### config.mk
export PLATFORM = sky130hd
export DESIGN_NAME = serial_compare
export DESIGN_NICKNAME = d
export VERILOG_FILES = /design/src/rtl/serial_compare_pkg.sv /design/src/rtl/xnor2.sv /design/src/rtl/serial_compare.sv
export SDC_FILE = /design/constraint.sdc
export NUM_CORES = 1
export LEC_CHECK = 0
export CAP_MARGIN = 20
export CELL_PAD_IN_SITES_DETAIL_PLACEMENT = 0
export CELL_PAD_IN_SITES_GLOBAL_PLACEMENT = 1
export CORE_MARGIN = 5
export CORE_UTILIZATION = 25
export CTS_CLUSTER_SIZE = 14
export DETAILED_ROUTE_END_ITERATION = 12
export PLACE_DENSITY_LB_ADDON = 0.12
export SLEW_MARGIN = 20
export SYNTH_ARGS = -nofsm -noshare
export SYNTH_HDL_FRONTEND = slang
export SYNTH_SLANG_ARGS = --single-unit
export TNS_END_PERCENT = 30
### constraint.sdc
create_clock -name clk -period 1.8 [get_ports clk]
set_input_delay 0.54 -clock clk [delete_from_list [all_inputs] [get_ports clk]]
set_output_delay 0.54 -clock clk [all_outputs]
set_load 0.02 [all_outputs]
### src/rtl/serial_compare_pkg.sv
// Shared types and defaults for the serial bit-pair comparator.
package serial_compare_pkg;

  localparam int unsigned FRAME_LEN_DEFAULT = 8;

  typedef enum logic [1:0] {
    IDLE = 2'd0,
    RUN  = 2'd1,
    DONE = 2'd2
  } state_e;

endpackage

### src/rtl/xnor2.sv
// Two-input XNOR gate used as the per-bit equality detector.
module xnor2 (
  input  logic A,
  input  logic B,
  output logic C
);

  assign C = ~(A ^ B);

endmodule

### src/rtl/serial_compare.sv
// Compares FRAME_LEN valid A/B bit pairs per frame and reports a saturating mismatch count.
// Optional abort input enabled by defining SERIAL_COMPARE_ABORT_EN.
module serial_compare
  import serial_compare_pkg::*;
#(
  parameter int unsigned FRAME_LEN = FRAME_LEN_DEFAULT,
  parameter int unsigned CNT_W     = $clog2(FRAME_LEN + 1)
) (
  input  logic             clk,
  input  logic             rst_n,
  input  logic             start,
  input  logic             A,
  input  logic             B,
  input  logic             bit_valid,
`ifdef SERIAL_COMPARE_ABORT_EN
  input  logic             abort,
`endif
  output logic             busy,
  output logic             done,
  output logic             match,
  output logic [CNT_W-1:0] err_count
);

  localparam int unsigned     IDX_W    = $clog2(FRAME_LEN + 1);
  localparam logic [IDX_W-1:0] LAST_IDX = IDX_W'(FRAME_LEN - 1);
  localparam logic [CNT_W-1:0] CNT_MAX  = '1;

  state_e           state_q;
  logic [IDX_W-1:0] idx_q;
  logic [CNT_W-1:0] err_q;
  logic [CNT_W-1:0] err_d;
  logic             busy_q;
  logic             done_q;
  logic             match_q;
  logic             eq_c;
  logic             abort_c;

  xnor2 u_xnor2 (
    .A (A),
    .B (B),
    .C (eq_c)
  );

`ifdef SERIAL_COMPARE_ABORT_EN
  assign abort_c = abort;
`else
  assign abort_c = 1'b0;
`endif

  // Saturating mismatch increment for the current pair.
  always_comb begin
    err_d = err_q;
    if (!eq_c && (err_q != CNT_MAX)) begin
      err_d = err_q + CNT_W'(1);
    end
  end

  always_ff @(posedge clk) begin
    if (!rst_n) begin
      state_q <= IDLE;
      idx_q   <= '0;
      err_q   <= '0;
      busy_q  <= 1'b0;
      done_q  <= 1'b0;
      match_q <= 1'b0;
    end else begin
      done_q <= 1'b0;
      case (state_q)
        IDLE: begin
          if (start) begin
            state_q <= RUN;
            idx_q   <= '0;
            err_q   <= '0;
            match_q <= 1'b0;
            busy_q  <= 1'b1;
          end
        end
        RUN: begin
          if (abort_c) begin
            state_q <= IDLE;
            idx_q   <= '0;
            err_q   <= '0;
            match_q <= 1'b0;
            busy_q  <= 1'b0;
          end else if (bit_valid) begin
            err_q <= err_d;
            if (idx_q == LAST_IDX) begin
              // Last pair: result is final on this edge, done follows for one cycle.
              state_q <= DONE;
              idx_q   <= '0;
              busy_q  <= 1'b0;
              done_q  <= 1'b1;
              match_q <= (err_d == '0);
            end else begin
              idx_q <= idx_q + IDX_W'(1);
            end
          end
        end
        DONE: begin
          state_q <= IDLE;
        end
        default: begin
          state_q <= IDLE;
          busy_q  <= 1'b0;
        end
      endcase
    end
  end

  assign busy      = busy_q;
  assign done      = done_q;
  assign match     = match_q;
  assign err_count = err_q;

endmodule

Word level (Yosys, flattened, before mapping)
Cells that the tools add are included.
Widths: inputs -> output; s select.
{"block": "word_totals", "regBits": 13, "wordCells": 46, "input_bits": 6, "output_inout_bits": 7}
{"block": "op_classes", "reduce_logical": 9, "n_eq_ne": 7, "addsub": 2, "n_mux": 20, "bitwise_logic": 2}
{"op": "$mux 4", "count": 5}
{"op": "$pmux 4 s2", "count": 2}
{"op": "$reduce_and 3->1", "count": 3}
{"op": "$add 4x1->4 const B", "count": 2}
{"op": "$reduce_and 4->1", "count": 2}
{"op": "$mux 1", "count": 7}
{"op": "$mux 2", "count": 3}
{"op": "$ne 2x2->1 const B", "count": 3}
{"op": "$eq 4x3->1 const B", "count": 1}
{"op": "$logic_not 4->1", "count": 1}
{"op": "$ne 4x4->1 const B", "count": 1}
{"op": "$pmux 2 s2", "count": 1}
{"op": "$pmux 1 s3", "count": 1}
{"op": "$eq 2x1->1 const B", "count": 1}
{"op": "$eq 2x2->1 const B", "count": 1}
{"op": "$logic_not 2->1", "count": 1}
{"op": "$pmux 1 s2", "count": 1}
{"op": "$reduce_bool 2->1", "count": 1}
{"op": "$logic_and 1x1->1", "count": 1}
{"op": "$not 1->1", "count": 1}
{"op": "$xor 1x1->1", "count": 1}

Logic depth before layout (Yosys ltp)
{"block": "logic_depth", "ltp_word": 7, "mapped_depth": 5, "ltp_nobuf": 5}

Hierarchy
A second synthesis with hierarchy kept.
{"block": "unflattened", "cells_unflattened": 72, "hier_area_um2": 639.4}
{"mod": "serial_compare", "seq_area_each_um2": 260.2, "cells_each": 71, "area_per_inst_um2": 630.6, "instances": 1}
{"mod": "xnor2", "seq_area_each_um2": 0.0, "cells_each": 1, "area_per_inst_um2": 8.8, "instances": 1}

Worst setup path after synthesis
OpenSTA, ideal clock, no wires.
{"block": "synth_timing", "path_kind": "reg-to-reg", "start": "register err_q[0], in the netlist err_count[0]", "end": "register err_q[0], in the netlist err_count[0]", "setup_ns": 0.121, "arrival_ns": 1.287, "setup_slack_ns": 0.392, "path_stages_with_launch": 5, "n_path_buf": 0, "period_less_slack_ns": 1.408, "cell_sequence": "dfxtp_1 -> ha_1 -> nand3_1 -> and3_1 -> mux2_2"}
{"block": "synth_via", "elab_chain_cells": 5, "word_cells_on_any_way": 6, "cone_classes": "1 x add/sub; 1 x eq/ne; 3 x mux; 1 x reduce/logical"}
{"element": "from (decl)", "line_no": "serial_compare.sv:30", "source": "logic [CNT_W-1:0] err_q;"}
{"element": "from (signal assigned)", "line_no": "serial_compare.sv:86", "source": "err_q <= err_d;"}
{"element": "parallel branches: the longest is 2 deep, another holds $add 4x1->4"}
{"element": "$mux 4 (*)", "line_no": "serial_compare.sv:53", "source": "if (!eq_c && (err_q != CNT_MAX)) begin"}
{"element": "$mux 4 (*)", "line_no": "serial_compare.sv:85", "source": "end else if (bit_valid) begin"}
{"element": "$pmux 4 s2 (*)", "line_no": "serial_compare.sv:68", "source": "case (state_q)"}
Mark *: on every way between the ends. The select of a mux whose other input is x is not followed.
A chain may end at the register's enable or synchronous reset.

Worst setup path after layout
{"block": "layout_timing", "start": "register err_q[2], in the netlist err_count[2]", "end": "output port err_count[2]"}
{"element": "to (decl)", "line_no": "serial_compare.sv:21", "source": "output logic [CNT_W-1:0] err_count"}
No word-level cell between the ends.

==> impl_metrics.tcl <==
set metrics [dict create \
    ioPinCount 13 \
    worstMarginPinSlew_ps 348 \
    use_met3_pct 3.72 \
    place_area_um2 922 \
    layout_common_cells "dfxtp_1, buf_4, clkdlybuf4s50_1" \
    path_max_fanout 2 \
    vias 618 \
    cts_tree "done" \
    cts_hold_buffers 0 \
    numCtsBuffers 3 \
    fin_ws_ps 52.5 \
    synth_fa_ha_area_share_pct 3.69 \
    synthMuxAreaShare_pct 4.61 \
    rsz0062_at_grt "no" \
    fp-row-count 18 \
    holdPathStages 2 \
    multi_input_area_um2 403 \
    syn-cell-area_um2 678 \
    drt_wl_total_mm 1.55 \
    clock_sinks 13 \
    yosys_register_bits 13 \
    seq_area_frac_synth_pct 38.4 \
    insertion_delay_ps 280 \
    synth_top_family_by_area "simple AND/OR/NAND/NOR gates" \
    timing.slew.headroom_pct 76.8 \
    drive_gt1_share_pct 28.6 \
    vias_per_cell 4.83 \
    grt_util_met2_pct 14.5 \
    cts.clk_slew.worst_paths_ps 90 \
    drc 0 \
    power.total_uw 582 \
    initial_core_util_pct 26.6 \
    nets 107 \
    ant_nets 0 \
    grt_max_degree 11 \
    synth-async-reset-ratio_pct 0 \
    synthSimpleGateAreaFrac_pct 24.5 \
    setup_viol 0 \
    clockBufferDepth 2 \
    first_pass_iters 4 \
    antenna_found_initial 0 \
    place.gp.congestion 0.689 \
    final_area_um2 958 \
    die_h_um 62.1 \
    gr-usage-all-layers_pct 9.32 \
    nFillCells 278 \
    syn2layout_area_growth_pct 41.3 \
    critical_path.top_delay_family "buffers and inverters" \
    antenna_cells 0 \
    grt_use_met1_pct 11.1 \
    fin_skew_ps 6.12 \
    seqCellArea_um2 260 \
    maxCapViolations 0 \
    synth_cell_types 39 \
    overflow 0 \
    drt_iter0_drc 10 \
    rr_worst_depth 6 \
    p_per_area_mw_per_mm2 608 \
    yosysWarnings 0 \
    cpPeakStageDelay_ps 600 \
    cp.arrival_ps 1210 \
    cts_root_buf "clkbuf_4" \
    synth_cells 70 \
    cts_max_level 1 \
    outcome "completed" \
    cp-end-kind "output port" \
    ys.flop_type "dfxtp_1" \
    start_kind "flop" \
    core_mm2 0.00254 \
    final_hold_viol_count 0 \
    max_freq_ghz 0.572 \
    cp.required_ps 1260 \
    crit_chain "clkdlybuf4s50_1" \
    grt_pass1_vias 597 \
    critPathKind "reg -> out" \
    dp_hpwl_mm 1.19 \
    avgRoutedWirePerCell_um 12.1 \
    synth_area_per_cell_um2 9.69 \
    io_buffers 12 \
    pre_cts_slack_ps -187 \
    drv_slew 0 \
    synth_xor_area_share_pct 4.98 \
    path_buf_inv 1 \
    path_depth 1 \
    cp_slowest_cell "clkdlybuf4s50_1" \
    synth_compound_area_share_pct 21.6 \
    hold_class "reg -> reg" \
    leakage_uw 0.000463 \
    period_needed_ps 1750 \
    period_share_pct 97.1 \
    dieArea_mm2 0.00385 \
    busiest_layer "met2" \
    die_w_um 62.1 \
    synth_edf_count 0 \
    ir_worst_vdd_v 0.000414 \
    syn_nets 78 \
    grt_pass1_wl_mm 2.55 \
]
-- synth_stat cells, types with 2 or more instances --
library cell	n	share of area (%)
dfxtp_1	13	38
nand3_1	5	3.7
nand2_1	4	2.2
a21oi_1	3	2.2
o21ai_0	3	2.2
a31oi_1	2	1.8
and2_1	2	1.8
ha_1	2	3.7
mux2i_1	2	3.0
nor2_1	2	1.1
nor2b_1	2	1.8
nor3_1	2	1.5
o21ai_1	2	1.5
-- state kept, by name, indices dropped and copies added, names as in the netlist --
signal,flops
busy,1
done,1
err_count,4
idx_q,4
match,1
state_q,2
-- timing repair --
item                                    4_1_cts  5_1_grt
pin swaps                                     0        0
gates resized for setup                       1        4
endpoints found under the setup margin        1        4
setup buffers                                 0        0
-- where the power goes --
part           total (µW)  internal, µW  switching, µW
Clock                 187          82.6            105
Sequential            305           295           9.63
Combinational        90.3          50.5           39.8
Total                 582           428            154
-- final timing paths --
kind | from | end | slack [ps]
worst max-delay path | err_count[2]$_SDFFE_PN0P_ | err_count[2] | 50
worst min-delay path | match$_SDFFE_PN0P_ | match$_SDFFE_PN0P_ | 470
worst max register to register | err_count[1]$_SDFFE_PN0P_ | match$_SDFFE_PN0P_ | 320
worst min register to register | match$_SDFFE_PN0P_ | match$_SDFFE_PN0P_ | 470
-- cell families after synthesis --
kind of cell,count (synthesis)
adders and majority gates,2
AOI/OAI and AO/OA,19
xor gates and xnor gates,3
DFF,13
and+or+nand+nor,28
buffers and inverters,2
muxes,3
-- stage by stage --
| step | util (%) | hold WS [ps] | setup TNS [ps] | cells |
|---|---|---|---|---|
| 6_report | 37.7 | 473 | 0 | 128 |
| 5_1_grt | 37.7 | 516 | 0 | 128 |
| 2_1_floorplan | - | 477 | 0 | 70 |
| 4_1_cts | 37.3 | 482 | 0 | 128 |
| 3_3_place_gp | 36.2 | 476 | -722 | 124 |
| 3_5_place_dp | 36.2 | 468 | -851 | 124 |
-- worst reg2reg max path: cells and delay by family, from the launching register on --
kind / cells / cell delay (ps)
buffers and inverters: 1 / 140
AOI/OAI and AO/OA: 3 / 440
DFF: 1 / 320
adders and majority gates: 1 / 230
and+or+nand+nor: 1 / 280
-- final cells by class --
class | instances | share of cell area (%)
Multi-Input combinational cell | 55 | 42.0
Sequential cell | 13 | 27.2
Timing Repair Buffer | 25 | 23.6
Tap cell | 30 | 3.92
Clock buffer | 3 | 2.35
Clock inverter | 1 | 0.522
Inverter | 1 | 0.392
-- metal layers --
| metal | up-vias | wire length, µm |
|---|---|---|
| met5 | - | 0 |
| met4 | 0 | 17 |
| met3 | 2 | 49 |
| met2 | 7 | 767 |
| met1 | 291 | 713 |
| li1 | 318 | - |
No activity file was read; power rests on OpenSTA's default activity.
